$ cat config.mk
export PLATFORM = sky130hd
export DESIGN_NAME = bcd_updown_counter_n
export DESIGN_NICKNAME = d
export VERILOG_FILES = /design/src/rtl/bcd_pkg.sv /design/src/rtl/bcd_digit.sv /design/src/rtl/bcd_updown_counter_n.sv
export SDC_FILE = /design/constraint.sdc
export NUM_CORES = 1
export LEC_CHECK = 0
export ABC_AREA = 1
export CORE_MARGIN = 5
export CORE_UTILIZATION = 58
export CTS_CLUSTER_SIZE = 28
export DETAILED_ROUTE_END_ITERATION = 12
export HOLD_SLACK_MARGIN = 0.1
export PLACE_DENSITY = 0.86
export SETUP_SLACK_MARGIN = 0.3
export SLEW_MARGIN = 20
export SYNTH_ARGS = -nofsm -noshare
export SYNTH_HDL_FRONTEND = slang
export SYNTH_HIERARCHICAL = 1
export SYNTH_SLANG_ARGS = --single-unit
$ cat constraint.sdc
create_clock -name clk -period 2.9 [get_ports clk]
set_clock_uncertainty 0.05 [all_clocks]
set_input_delay 0.29 -clock clk [delete_from_list [all_inputs] [get_ports clk]]
set_output_delay 0.29 -clock clk [all_outputs]
set_load 0.02 [all_outputs]
$ cat src/rtl/bcd_pkg.sv
// Shared definitions for the N-digit BCD up/down counter.
//   mode_e  : 2-bit operating mode encodings (clear, up, down, hold)
//   BCD_MAX : largest legal BCD digit value
//   is_bcd  : returns 1 when a nibble is a legal BCD digit (0..9)
package bcd_pkg;

  typedef enum logic [1:0] {
    MODE_CLR  = 2'b00,
    MODE_UP   = 2'b01,
    MODE_DN   = 2'b10,
    MODE_HOLD = 2'b11
  } mode_e;

  localparam logic [3:0] BCD_MAX = 4'd9;

  function automatic logic is_bcd(input logic [3:0] nib);
    return (nib <= BCD_MAX);
  endfunction

endpackage

$ cat src/rtl/bcd_digit.sv
// One BCD digit register of the N-digit counter.
// Ports:
//   clk     in  rising-edge clock
//   a_clr   in  asynchronous active-high reset (q <= RST_NIB, bad <= 0)
//   load_en in  parallel load strobe (priority over mode)
//   load_d  in  4-bit load value; an invalid nibble (>9) loads as 0
//   mode    in  2-bit mode (see bcd_pkg::mode_e)
//   en      in  digit step enable for up/down modes
//   q       out registered digit value
//   is9     out digit currently at 9
//   is0     out digit currently at 0
//   bad     out registered; 1 for one cycle after a load of an invalid nibble
module bcd_digit
  import bcd_pkg::*;
#(
  parameter logic [3:0] RST_NIB = 4'd0
) (
  input  logic       clk,
  input  logic       a_clr,
  input  logic       load_en,
  input  logic [3:0] load_d,
  input  logic [1:0] mode,
  input  logic       en,
  output logic [3:0] q,
  output logic       is9,
  output logic       is0,
  output logic       bad
);

  always_ff @(posedge clk or posedge a_clr) begin
    if (a_clr) begin
      q   <= RST_NIB;
      bad <= 1'b0;
    end else if (load_en) begin
      q   <= is_bcd(load_d) ? load_d : '0;
      bad <= ~is_bcd(load_d);
    end else begin
      bad <= 1'b0;
      case (mode)
        MODE_CLR: q <= RST_NIB;
        MODE_UP:  if (en) q <= (q == BCD_MAX) ? 4'd0 : q + 4'd1;
        MODE_DN:  if (en) q <= (q == 4'd0) ? BCD_MAX : q - 4'd1;
        default:  ;
      endcase
    end
  end

  assign is9 = (q == BCD_MAX);
  assign is0 = (q == 4'd0);

endmodule

$ cat src/rtl/bcd_updown_counter_n.sv
// Parametrised N-digit BCD up/down counter with parallel load, synchronous
// clear, hold and cascadable count-enable / terminal-count.
// Optional feature macro: BCD_CNT_SATURATE_EN (saturate at all-9s / all-0s
// instead of wrapping; cout still flags the terminal value).
// Parameters:
//   DIGITS    number of BCD digits (1..8), W = 4*DIGITS
//   RST_VALUE reset / clear value, every nibble 0..9
// Ports:
//   clk      in  rising-edge clock
//   a_clr    in  asynchronous active-high reset
//   mode     in  00 clear, 01 up, 10 down, 11 hold
//   load_en  in  parallel load strobe (priority over mode)
//   load     in  W-bit load value, nibble k = digit k
//   cin      in  count enable / cascade carry-in
//   out      out registered BCD count
//   cout     out combinational terminal count for cascading
//   load_err out registered; 1 for one cycle after a load with any nibble > 9
module bcd_updown_counter_n
  import bcd_pkg::*;
#(
  parameter int unsigned             DIGITS    = 4,
  parameter logic [4*DIGITS-1:0]     RST_VALUE = '0
) (
  input  logic                clk,
  input  logic                a_clr,
  input  logic [1:0]          mode,
  input  logic                load_en,
  input  logic [4*DIGITS-1:0] load,
  input  logic                cin,
  output logic [4*DIGITS-1:0] out,
  output logic                cout,
  output logic                load_err
);

  logic [DIGITS-1:0] is9, is0, bad, en_raw, en;
  logic up, dn, all9, all0, at_limit;

  assign up       = (mode == MODE_UP);
  assign dn       = (mode == MODE_DN);
  assign all9     = &is9;
  assign all0     = &is0;
  assign at_limit = (up & all9) | (dn & all0);
  assign cout     = cin & ~load_en & at_limit;
  assign load_err = |bad;

  // Ripple enable: digit k steps only when every lower digit is at its
  // terminal value for the current direction.
  for (genvar k = 0; k < DIGITS; k++) begin : g_en
    if (k == 0) begin : g_lsd
      assign en_raw[k] = cin;
    end else begin : g_upper
      assign en_raw[k] = cin & ((up & (&is9[k-1:0])) | (dn & (&is0[k-1:0])));
    end
  end

`ifdef BCD_CNT_SATURATE_EN
  // At the terminal value every digit would wrap; freezing all enables holds it.
  assign en = en_raw & ~{DIGITS{at_limit}};
`else
  assign en = en_raw;
`endif

  for (genvar k = 0; k < DIGITS; k++) begin : g_digit
    bcd_digit #(
      .RST_NIB (RST_VALUE[4*k +: 4])
    ) u_digit (
      .clk     (clk),
      .a_clr   (a_clr),
      .load_en (load_en),
      .load_d  (load[4*k +: 4]),
      .mode    (mode),
      .en      (en[k]),
      .q       (out[4*k +: 4]),
      .is9     (is9[k]),
      .is0     (is0[k]),
      .bad     (bad[k])
    );
  end

endmodule

After elaboration in Yosys (flattened, before gate mapping). Index checks and enable logic that the tools add are counted.

Output and inout bits: 18. Register bits: 20.

Reductions and logical operators: 17. $add $sub $neg: 8. Bitwise gates (word level): 22. Multiplexer cells: 32. Magnitude comparators: 4. Equality and inequality tests: 14.

Operators with widths (number): 4-bit two-way mux (24); 4-bit case mux with 3 select lines (4); 3-bit by 2-bit inequality test with 1-bit output, second input constant (6); 3-bit AND reduction (6); 4-bit by 1-bit adder with 4-bit output, second input constant (4); 4-bit == test, second input constant (4); 4-bit less-or-equal comparator, second input constant (4); 4-bit logical NOT (4); 4-bit by 1-bit subtractor with 4-bit output, second input constant (4); 1-bit AND (13); 4-bit AND reduction (2); 3-bit inequality test, second input constant (2); 1-bit inverter (5); 1-bit two-way mux (4); 1-bit bitwise OR (4); 2-bit AND reduction (2); 4-bit nonzero test (1); 4-bit OR reduction (1); 2-bit by 1-bit == test with 1-bit output, second input constant (1); 2-bit == test, second input constant (1); 2-bit logical NOT (1).

Logic depth before layout (Yosys ltp).
Depth in word-level cells: 8. Gate-level depth with buffers: 13. Gate-level depth less buffers: 13.

Hierarchy. The synthesis kept the hierarchy.

By module, submodules not included: bcd_digit (area an instance 550.5 sq um, sequential area each 125.1 sq um, cells an instance 85, times used 4); bcd_updown_counter_n (area an instance 135.1 sq um, sequential area each 0.0 sq um, cells an instance 32, times used 1).

Worst setup path after synthesis. OpenSTA, ideal clock, no wires.

Kind: register to register. From: register g_digit[0].u_digit.q[0]. To: register g_digit[2].u_digit.q[0]. Clock period less this slack: 1.975 ns. Stages on the path, launching flop included: 13. Buffers on the path: 0. Path slack: 0.925 ns. Arrival time: 1.803 ns. Cell sequence: dfrtp_1 -> inv_1 -> ha_1 -> nand3_2 -> inv_1 -> nand2_1 -> nor2_1 -> o21a_1 -> o21a_1 -> nor3_4 -> inv_2 -> nor2_1 -> a21oi_1.

Word-level cells in the longest chain between the ends: 7.

RTL lines: start, declared (line bcd_digit.sv:24) `output logic [3:0] q,`; start signal, assigned (line bcd_digit.sv:35) `q <= is_bcd(load_d) ? load_d : '0;`; start signal, assigned (line bcd_digit.sv:41) `MODE_UP: if (en) q <= (q == BCD_MAX) ? 4'd0 : q + 4'd1;`; start signal, assigned (line bcd_digit.sv:42) `MODE_DN: if (en) q <= (q == 4'd0) ? BCD_MAX : q - 4'd1;`; 4-bit logical NOT (*) (line bcd_digit.sv:49) `assign is0 = (q == 4'd0);`; net is0[0] (line bcd_updown_counter_n.sv:35) `logic [DIGITS-1:0] is9, is0, bad, en_raw, en;`; 2-bit AND reduction (*) (line bcd_updown_counter_n.sv:52) `assign en_raw[k] = cin & ((up & (&is9[k-1:0])) | (dn & (&is0[k-1:0])));`; 1-bit AND (*) (line bcd_updown_counter_n.sv:52); 1-bit bitwise OR (*) (line bcd_updown_counter_n.sv:52); 1-bit AND (*) (line bcd_updown_counter_n.sv:52); net en[2] (line bcd_updown_counter_n.sv:35); 3-bit by 2-bit inequality test with 1-bit output (no line); 3-bit AND reduction (no line) (*); end signal, assigned (line bcd_digit.sv:35); end signal, assigned (line bcd_digit.sv:41); end signal, assigned (line bcd_digit.sv:42); end, declared (line bcd_digit.sv:24).

The timed path passes the listed nets; every way through them passes the cells marked *. A chain may end at the register's enable or synchronous reset.

Final worst setup path.
From: register g_digit[0].u_digit.q[0]. To: output cout.

Word-level cells in the longest chain between the ends: 5.

RTL lines: 4-bit logical NOT (line bcd_digit.sv:49); net is0[0] (line bcd_updown_counter_n.sv:35); 4-bit AND reduction (line bcd_updown_counter_n.sv:41) `assign all0 = &is0;`; 1-bit AND (line bcd_updown_counter_n.sv:42) `assign at_limit = (up & all9) | (dn & all0);`; 1-bit bitwise OR (line bcd_updown_counter_n.sv:42); 1-bit AND (line bcd_updown_counter_n.sv:43) `assign cout = cin & ~load_en & at_limit;`; end, declared (line bcd_updown_counter_n.sv:31) `output logic cout,`.

The timed path passes the listed nets, and every way through them passes these cells.

==> impl_summary.md <==
Route
The routed length on met1 is 2400 um. The number of DRC violations after detailed-routing iteration 0 is slightly below 80. The routed design uses roughly 260 um of met3 wire. The pre-antenna-repair detailed-routing pass consisted of 5 iterations.

In this run the remaining antenna-violating nets after routing total 0. The final route contains about 2400 vias. The detailed router used layers up to and including met4. In the detailed route, the total length drawn on met2 is 2480 um. Dividing the detail-routed via count by the number of cells gives about 5.1. The mean routed wirelength per cell is 11.2 um.

The post-detailed-route DRC marker count is 0. The routed design has approximately 5200 um of wire.

Yosys
In the synthesized netlist the async set-or-reset flop fraction comes to 100%. The post-synthesis cell count is about 370. The number of nets handed over by synthesis was approximately 420. The post-synthesis area per instance is 6.28 sq um.

The top cell type's share of synthesized area is a little over a fifth. Ranked by total cell area, the synthesized netlist is headed by sky130_fd_sc_hd__dfrtp_1 21%, sky130_fd_sc_hd__ha_1 13%, sky130_fd_sc_hd__inv_1 11%. Yosys instantiated no cell more often than sky130_fd_sc_hd__inv_1. Synthesis instantiated 22 different standard cells from the library. The most used flip-flop cell after synthesis is sky130_fd_sc_hd__dfrtp_1. The synthesized design contains 0 enable-type register cells. The synthesis warning total is 6.

The sequential element share of the synthesized area is between 20% and 30%. By count the netlist is led by 68 x sky130_fd_sc_hd__inv_1, 67 x sky130_fd_sc_hd__nand2_1, 67 x sky130_fd_sc_hd__nor2_1. Synthesis inferred 20 register bits. After synthesis the cells add up to about 0.0023 sq mm. The top cell type by total area after synthesis is sky130_fd_sc_hd__dfrtp_1.

Worst setup path
The setup path with the least slack is of type reg -> out. STA puts the critical path data required time at between 2000 and 3000 ps. Across all register-to-register paths, the minimum setup slack is about 800 ps. The worst setup path is launched from a flop. The largest fanout of any net on the critical path is 8.

Data arrives at the worst endpoint at a little over 2000 ps. The kind of end point of the critical path is an output pin. The number of cell instances on the worst register-to-register path is 12.

Floorplanning
The number of top-level pins is 40. The overall die width is 73.5 um. Once the floorplan was initialized, standard cells occupied between 50% and 60% of the core.

The core region is just under 0.004 sq mm. The standard-cell row count is 23. The die span in y is around 73 um. The die covers between 0.005 and 0.006 sq mm.

Power and ir drop
In this run the power density over the cells is ~370 mW/mm^2. The post-layout total power is around 1 mW. The worst-case IR drop observed on VDD is 0.211 mV.

The leakage dissipation is between 1 and 1.5 nW.

Clocking
The number of hold buffers added after CTS is 0. CTS built an H-tree with a depth of 1. After clock tree synthesis, the clock-pin slew on the worst setup and hold paths is approximately 70 ps.

The later-pin clock latency in the skew report is between 200 and 300 ps. In this run the deepest clock path goes through 2 buffers. The TritonCTS clock tree is done. Counting the buffers created by CTS gives 3. CTS saw 20 sinks.

The root buffer cell is sky130_fd_sc_hd__clkbuf_8. The setup fix buffers added after clock tree synthesis is 0.

Timing
The sum of negative setup slack is 0 ps. The final max-slew violation count is 0. The highest attainable clock frequency is between 400 and 500 MHz. Subtracting the final worst setup slack from the clock period gives approximately 2400 ps. The number of failing setup endpoints in the final timing report is 0. Measured against its own limit, the worst slew margin works out to 73.9%. The period utilization is between 80% and 90%. The count of endpoints failing hold in the final timing report is 0.

Setup repair after global routing left no endpoint under its margin. The slew at the pin closest to its max-slew limit is 390 ps.

Flow run
The tool flagged a number of max-cap violations equal to 0.

Global routing
The global-route wire length before repair is just over 9000 um. The remaining global-route overflow is 0. The initial antenna violation count is 0. Entering global routing, the biggest net connects 17 pins. The via count of the first global-routing pass was 2215. The combined global-route utilization of all metal layers is a little over a fifth.

Finish
The area growth from synthesis to layout is 19.5%. 0 antenna diodes ended up in the layout. After routing the design area is around 0.0028 sq mm. The final layout contains 459 nets.

In the final layout, the share of cells above drive strength 1 is approximately 6.1%. Cells fill 70.8% of the core in the end.

Placed design
During placement, the flow inserted port buffers numbering 39. After detailed placement, the total cell area comes to 0.00275 sq mm. Routability-driven placement finished with a final weighted congestion of about 0.9. After legalization and detailed placement, the total HPWL measured 4140 um.

Run status
The run finished with clean final reports.

Hold path
The class of the tightest hold or removal check is in -> async.
-- registers in the layout, summed over array words and instances (netlist names) --
register / count
g_digit.u_digit/bad: 4
g_digit.u_digit/q: 16
-- final timing paths --
kind / start / endpoint
worst max-delay path: g_digit[0].u_digit/q[0]$_DFFE_PP0P_ / cout
worst min-delay path: a_clr / g_digit[1].u_digit/q[3]$_DFFE_PP0P_
worst max register to register: g_digit[0].u_digit/q[0]$_DFFE_PP0P_ / g_digit[2].u_digit/q[2]$_DFFE_PP0P_
worst min register to register: g_digit[0].u_digit/q[1]$_DFFE_PP0P_ / g_digit[0].u_digit/q[1]$_DFFE_PP0P_
max in group asynchronous: a_clr / g_digit[2].u_digit/q[1]$_DFFE_PP0P_
min in group clk: g_digit[0].u_digit/q[1]$_DFFE_PP0P_ / g_digit[0].u_digit/q[1]$_DFFE_PP0P_
-- layer usage --
metal	up-vias	global-route usage, %
li1	1246	-
met1	1064	27.1
met2	47	37.3
met3	2	2.33
met4	0	4.83
met5	-	0
-- final cells by class --
type | instances | area [sq um]
repair buffers | 40 | 397
clock buffers | 3 | 41.3
flip-flops and latches | 20 | 500
fillers | 349 | 1150
inverters | 80 | 310
well taps | 50 | 62.6
multi-input cells | 268 | 1480
-- stage by stage --
step	hold slack, ps	instances	worst slack (ps)
2_1_floorplan	18.5	372	925
3_3_place_gp	561	458	551
3_5_place_dp	575	458	509
4_1_cts	362	461	500
5_1_grt	386	461	387
6_report	378	461	509
-- placed cells by master, fill, tap and decap left out, types with 8 or more instances in the layout --
cell / synthesis / routed
sky130_fd_sc_hd__nand3_1: 26 / 26
sky130_fd_sc_hd__dfrtp_1: 20 / 20
sky130_fd_sc_hd__nand2_1: 67 / 67
sky130_fd_sc_hd__nor2_1: 67 / 67
sky130_fd_sc_hd__o21ai_0: 8 / 8
sky130_fd_sc_hd__nand4_1: 8 / 8
sky130_fd_sc_hd__o21ai_1: 8 / 8
sky130_fd_sc_hd__inv_1: 68 / 68
sky130_fd_sc_hd__ha_1: 24 / 24
sky130_fd_sc_hd__clkdlybuf4s50_1: 0 / 38
sky130_fd_sc_hd__nor3_1: 12 / 12
sky130_fd_sc_hd__a21oi_1: 25 / 25
-- report_power, final --
| group | total (mW) | switching [mW] | internal (mW) |
|---|---|---|---|
| Clock | 0.182 | 0.0893 | 0.0924 |
| Sequential | 0.378 | 0.0675 | 0.311 |
| Combinational | 0.466 | 0.266 | 0.200 |
-- critical path: stages (launching register included) --
cell                            delay [ps]
sky130_fd_sc_hd__dfrtp_1               460
sky130_fd_sc_hd__inv_1                 120
sky130_fd_sc_hd__ha_1                  260
sky130_fd_sc_hd__nand3_2               130
sky130_fd_sc_hd__inv_1                 110
sky130_fd_sc_hd__nand2_1                70
sky130_fd_sc_hd__nor2_1                100
sky130_fd_sc_hd__nand2_1                70
sky130_fd_sc_hd__a21oi_2               130
sky130_fd_sc_hd__dlygate4sd2_1         340
-- cell families (layout without fill, tap and decap cells) --
logic type | Yosys count | in the layout | synth area share (%)
AOI/OAI and AO/OA | 47 | 47 | 10.8
DFF | 20 | 20 | 21.4
and+or+nand+nor | 193 | 193 | 38.3
buffers and inverters | 84 | 123 | 15.2
xor gates and xnor gates | 4 | 4 | 1.50
adders and majority gates | 24 | 24 | 12.8
-- repair_timing --
action / CTS / global route
endpoints found under the hold margin: 0 / 0
resized for setup: 1 / 0
setup endpoints to repair: 1 / 0
Power figures use the tool's default switching activity.
